### src/rtl/fetch_prefetch_pkg.sv
// Shared fetch-path constants and ISA opcode encodings (IIII XXX YYY), reused by the control unit.
package fetch_prefetch_pkg;

  localparam int DEF_INSTR_W = 10;
  localparam int DEF_PC_W    = 16;
  localparam int DEF_ADDR_W  = 4;
  localparam int DEF_DEPTH   = 4;
  localparam logic [DEF_PC_W-1:0] DEF_RESET_PC = '0;

  typedef enum logic [3:0] {
    OP_MV   = 4'h0,
    OP_MVI  = 4'h1,
    OP_ADD  = 4'h2,
    OP_SUB  = 4'h3,
    OP_LD   = 4'h4,
    OP_ST   = 4'h5,
    OP_MVNZ = 4'h6
  } opcode_t;

endpackage

### src/rtl/fetch_prefetch_fifo.sv
// Prefetch FIFO with flush: combinational head read, wrap-bit pointers for full/empty.
// Push while full is dropped unless a pop frees the slot in the same cycle; pop while empty is ignored.
module fetch_prefetch_fifo
  import fetch_prefetch_pkg::*;
#(
  parameter int W     = DEF_INSTR_W + DEF_PC_W,
  parameter int DEPTH = DEF_DEPTH,
  localparam int AW   = $clog2(DEPTH)
) (
  input  logic          clock,
  input  logic          resetn,
  input  logic          flush,
  input  logic          push,
  input  logic [W-1:0]  push_dat,
  input  logic          pop,
  output logic [W-1:0]  head_dat,
  output logic          head_vld,
  output logic [AW:0]   count
);

  logic [W-1:0] mem_q [DEPTH];
  logic [AW:0]  wr_q, wr_d;
  logic [AW:0]  rd_q, rd_d;
  logic         empty, full, do_push, do_pop;

  assign count    = wr_q - rd_q;
  assign empty    = (count == '0);
  assign full     = (count == (AW+1)'(DEPTH));
  assign do_pop   = pop & ~empty;
  assign do_push  = push & (~full | do_pop);
  assign head_dat = mem_q[rd_q[AW-1:0]];
  assign head_vld = ~empty;

  always_comb begin
    wr_d = wr_q;
    rd_d = rd_q;
    if (flush) begin
      wr_d = '0;
      rd_d = '0;
    end else begin
      if (do_push) wr_d = wr_q + (AW+1)'(1);
      if (do_pop)  rd_d = rd_q + (AW+1)'(1);
    end
  end

  // Storage is cleared on reset so the head reads zero until the first push.
  always_ff @(posedge clock or negedge resetn) begin
    if (!resetn) begin
      wr_q <= '0;
      rd_q <= '0;
      for (int i = 0; i < DEPTH; i++) mem_q[i] <= '0;
    end else begin
      wr_q <= wr_d;
      rd_q <= rd_d;
      if (do_push && !flush) mem_q[wr_q[AW-1:0]] <= push_dat;
    end
  end

endmodule

### src/rtl/fetch_prefetch.sv
// Instruction fetch: walks the PC through a 1-cycle ROM into a prefetch FIFO, ir_valid 2 cycles after reset/redirect.
// Issue is credit-limited (FIFO occupancy plus in-flight response); a redirect flushes, squashes and bypasses its target.
module fetch_prefetch
  import fetch_prefetch_pkg::*;
#(
  parameter int INSTR_W = DEF_INSTR_W,
  parameter int PC_W    = DEF_PC_W,
  parameter int ADDR_W  = DEF_ADDR_W,
  parameter int DEPTH   = DEF_DEPTH,
  parameter logic [PC_W-1:0] RESET_PC = DEF_RESET_PC,
  localparam int CW     = $clog2(DEPTH) + 1
) (
  input  logic               clock,
  input  logic               resetn,
  input  logic               redirect,
  input  logic [PC_W-1:0]    redirect_pc,
  output logic               rom_en,
  output logic [ADDR_W-1:0]  rom_addr,
  input  logic [INSTR_W-1:0] rom_q,
  output logic [INSTR_W-1:0] ir,
  output logic [PC_W-1:0]    ir_pc,
  output logic               ir_valid,
  input  logic               ir_ready,
  output logic [PC_W-1:0]    fetch_pc,
  output logic [CW-1:0]      count
);

  logic [PC_W-1:0] fetch_pc_q, fetch_pc_d;
  logic            rsp_valid_q, rsp_valid_d;
  logic [PC_W-1:0] rsp_pc_q, rsp_pc_d;
  logic [PC_W-1:0] issue_pc;
  logic [CW-1:0]   credit_used;
  logic            push, pop;

  // The in-flight response already owns a FIFO slot, so it is counted against the depth.
  assign credit_used = count + CW'(rsp_valid_q);
  assign issue_pc    = redirect ? redirect_pc : fetch_pc_q;
  assign rom_en      = resetn & (redirect | (credit_used < CW'(DEPTH)));
  assign rom_addr    = issue_pc[ADDR_W-1:0];
  assign fetch_pc    = fetch_pc_q;

  assign push = rsp_valid_q & ~redirect;
  assign pop  = ir_valid & ir_ready & ~redirect;

  always_comb begin
    fetch_pc_d  = fetch_pc_q;
    rsp_pc_d    = rsp_pc_q;
    rsp_valid_d = rom_en;
    if (rom_en) begin
      fetch_pc_d = issue_pc + PC_W'(1);
      rsp_pc_d   = issue_pc;
    end
  end

  always_ff @(posedge clock or negedge resetn) begin
    if (!resetn) begin
      fetch_pc_q  <= RESET_PC;
      rsp_valid_q <= 1'b0;
      rsp_pc_q    <= '0;
    end else begin
      fetch_pc_q  <= fetch_pc_d;
      rsp_valid_q <= rsp_valid_d;
      rsp_pc_q    <= rsp_pc_d;
    end
  end

  fetch_prefetch_fifo #(
    .W     (INSTR_W + PC_W),
    .DEPTH (DEPTH)
  ) u_fifo (
    .clock    (clock),
    .resetn   (resetn),
    .flush    (redirect),
    .push     (push),
    .push_dat ({rom_q, rsp_pc_q}),
    .pop      (pop),
    .head_dat ({ir, ir_pc}),
    .head_vld (ir_valid),
    .count    (count)
  );

endmodule

### config.mk
export PLATFORM = sky130hd
export DESIGN_NAME = fetch_prefetch
export DESIGN_NICKNAME = d
export VERILOG_FILES = /design/src/rtl/fetch_prefetch_pkg.sv /design/src/rtl/fetch_prefetch_fifo.sv /design/src/rtl/fetch_prefetch.sv
export SDC_FILE = /design/constraint.sdc
export NUM_CORES = 1
export LEC_CHECK = 0
export ABC_AREA = 1
export BUFFER_PORTS_ARGS = -buffer_cell sky130_fd_sc_hd__buf_2
export CELL_PAD_IN_SITES_DETAIL_PLACEMENT = 2
export CELL_PAD_IN_SITES_GLOBAL_PLACEMENT = 2
export CORE_MARGIN = 4
export CORE_UTILIZATION = 30
export CTS_CLUSTER_SIZE = 14
export DETAILED_ROUTE_END_ITERATION = 6
export GPL_ROUTABILITY_DRIVEN = 0
export GPL_TIMING_DRIVEN = 0
export HOLD_SLACK_MARGIN = 0.1
export PLACE_DENSITY = 0.71
export SLEW_MARGIN = 30
export SYNTH_ARGS = -nofsm -noshare
export SYNTH_HDL_FRONTEND = slang
export SYNTH_SLANG_ARGS = --single-unit
### constraint.sdc
create_clock -name clock -period 2.4 [get_ports clock]
set_input_delay 0 -clock clock [delete_from_list [all_inputs] [get_ports clock]]
set_output_delay 0 -clock clock [all_outputs]
set_load 0.02 [all_outputs]
==> impl_metrics.csv <==
group,metric,value,unit
sta,grt_setup_unrepaired,"true",
pwr,p_per_area,1420,mW/mm^2
routing,avgRoutedWirePerCell,18.7,um
clocking,htree_levels,4,
worst_setup_path,critPathKind,"flop to flop",
min_path,min_path_type,"primary input to asynchronous set/reset pin",
clocking,clock_path_buffers,2,
worst_setup_path,max_stage_delay,0.59,ns
pwr,vdd_ir_drop_max,370,uV
worst_setup_path,cp-end-kind,"flop",
global_route,grt_max_degree,74,
sta,tightest_slew,0.610,ns
synth,ys_seq_area_share,52.4,%
synth,async_flop_share,100,%
sta,final.min_clock_period,2.43,ns
finish,area_growth,27.6,%
worst_setup_path,cp_cell_sequence,"ha_4, fa_2, nand2_1, a21oi_1, nand2_2, nand3_2, buf_4, nand2_1, o21ai_0",
routing,dr.max_layer_used,"met4",
synth,netlist_area,0.00683,mm^2
clocking,clk_pin_slew,0.06,ns
worst_setup_path,start_kind,"flop",
clocking,cts.sinks,143,
die,die-area,0.0253,mm^2
synth,yosysMostFrequentCell,"nand2_1",
placement,dp_hpwl,16600,um
sta,finClkSkew,0.00935,ns
synth,syn_area_per_cell,7.94,um^2
routing,vias_per_cell,4.92,
sta,setup_viol,6,
routing,drc,0,
run_status,outcome,"complete, but fails checks",
sta,maxSlewViolCount,0,
sta,max_freq,411,MHz
worst_setup_path,critPathMaxFanout,10,
sta,fin_hold_ws,0.129,ns
worst_setup_path,crit_buf_inv,1,
finish,diodes,0,
finish,drive_above_1_share,18.6,%
finish,n_fill_cell,2532,
synth,synth_commonest_cells,"255 x nand2_1, 161 x o21ai_0, 143 x dfrtp_1, 71 x nor2_1, 69 x inv_1",
routing,firstDrtPassIters,4,
run_status,violations,"setup timing",
synth,synth.area.top_cells,"dfrtp_1 52%, nand2_1 14%, o21ai_0 12%",
die,rows,54,
clocking,cts_buffers,17,
sta,period_share,101,%
pwr,power_leakage,4.38,nW
sta,hold_viol,0,
die,fp.dieW,159,um
clocking,cts_root_buf,"clkbuf_16",
synth,synth_fp_nets,899,
global_route,track_usage,19.7,%
finish,final_nets,1032,
placement,port_buffers,80,
synth,yosys_warnings,0,
sta,fin_ws,-0.0313,ns
pwr,finalPower,12.4,mW
die,die_y,159,um
die,coreArea,0.0221,mm^2
global_route,grt_pass1_vias,7065,
routing,wl_met2,12000,um
routing,wl_met1,11200,um
routing,wl,24100,um
routing,wl_met3,667,um
routing,drtIter0Drc,299,
synth,yosysTopAreaCell,"dfrtp_1",
clocking,clk_latency,0.43,ns
die,ioPinCount,81,
worst_setup_path,timing.critical_path.max_delay_family,"adder cells",
routing,antenna_left,0,
worst_setup_path,timing.critical_path.mode_cell,"nand2_1",
synth,synth_edf_count,0,
synth,yosys.area.top_type_share,52.4,%
routing,vias,6327,
global_route,grt_pass1_wl,39600,um
sta,worst_slew_margin_rel,59.4,%
synth,netlist_instances,861,
flow_run,drv_cap,0,
global_route,antenna_found_initial,0,
synth,synth_cell_types,25,
worst_setup_path,worstPathRequired,2.73,ns
clocking,cts_tree,"built",
die,initial_utilization,30.9,%
worst_setup_path,cp_slowest_cell,"fa_2",
global_route,gr-total-overflow,0,
sta,final.setup.tns,-0.0680,ns
worst_setup_path,arrival,2.76,ns
synth,ys_seq_elements,143,
synth,synth_ff_type,"dfrtp_1",
cell usage in the layout, fill, tap and decap left out, drive strengths merged, types with 23 or more instances in the layout:
master	count
nand2	259
nor2	74
o22ai	26
nand3	23
inv	72
buf	111
clkbuf	47
dfrtp	143
dlygate4sd3	27
o21ai	188
sequential cells by signal, indices dropped and copies added, names as in the netlist:
name / cells
rsp_valid_q: 1
u_fifo.wr_q: 3
u_fifo.rd_q: 3
fetch_pc: 16
rsp_pc_q: 16
u_fifo.mem_q: 104
worst register-to-register path, stage by stage, from the launching register on:
cell     delay [ns]
dfrtp_1        0.43
ha_4           0.18
fa_2           0.59
nand2_1        0.09
a21oi_1        0.17
nand2_2        0.17
nand3_2        0.25
buf_4          0.25
nand2_1        0.09
o21ai_0        0.11
worst paths after layout:
check	start	end	slack [ns]	depth (start not counted)
max	u_fifo.rd_q[0]	u_fifo.mem_q[94]	-0.03	9
min	resetn	u_fifo.mem_q[100]	0.13	2
max reg2reg	u_fifo.rd_q[0]	u_fifo.mem_q[94]	-0.03	9
min reg2reg	u_fifo.mem_q[67]	u_fifo.mem_q[67]	0.48	2
max in group asynchronous	resetn	u_fifo.mem_q[61]	1.49	3
min in group clock	redirect_pc[0]	fetch_pc[0]	0.14	4
metal layers:
metal  track usage (%)  vias to the layer above
li1                  -                     3044
met2              34.2                       91
met1              25.3                     3174
met3              3.73                       18
met5                 0                        -
met4              5.25                        0
metrics by stage:
stage | setup slack (ns) | utilization (%) | instance area (um^2) | instances
6_report | -0.0313 | 39.5 | 8720 | 1287
5_1_grt | -0.133 | 39.5 | 8720 | 1287
4_1_cts | -0.113 | 39.1 | 8630 | 1282
3_5_place_dp | -0.379 | 34.5 | 7620 | 1222
3_3_place_gp | -1.57 | 34.3 | 7580 | 1221
2_1_floorplan | 0.299 | - | 6830 | 861
final cells by class:
cell class	count	area, um^2	share of cell area [%]
timing repair buffer	115	767	8.79
multi-input combinational	596	2790	32.0
clock buffer	20	457	5.24
tap	280	350	4.02
buffer	50	317	3.63
clock inverter	12	183	2.09
inverter	71	275	3.16
sequential	143	3580	41.0
what timing repair did:
item                       4_1_cts  5_1_grt
setup buffers                    1        6
hold endpoints to repair       206        0
gates resized for setup         42       29
setup endpoints to repair      162      127
hold buffers                    27        0
pin swaps                        2        3
cloned                           0        0
logic make-up after synthesis:
family	after synthesis	share of synthesized area, %
compound gates	215	16.2
flops	143	52.4
xor+xnor	8	1.03
simple gates	365	21.4
buf+inv	122	7.38
fa+ha+maj	8	1.57
power by group:
group | internal, mW | switching [mW]
registers | 3.40 | 0.608
clock network | 1.80 | 1.11
logic | 1.79 | 3.67
Note: power is estimated with default switching activity, not from simulation.
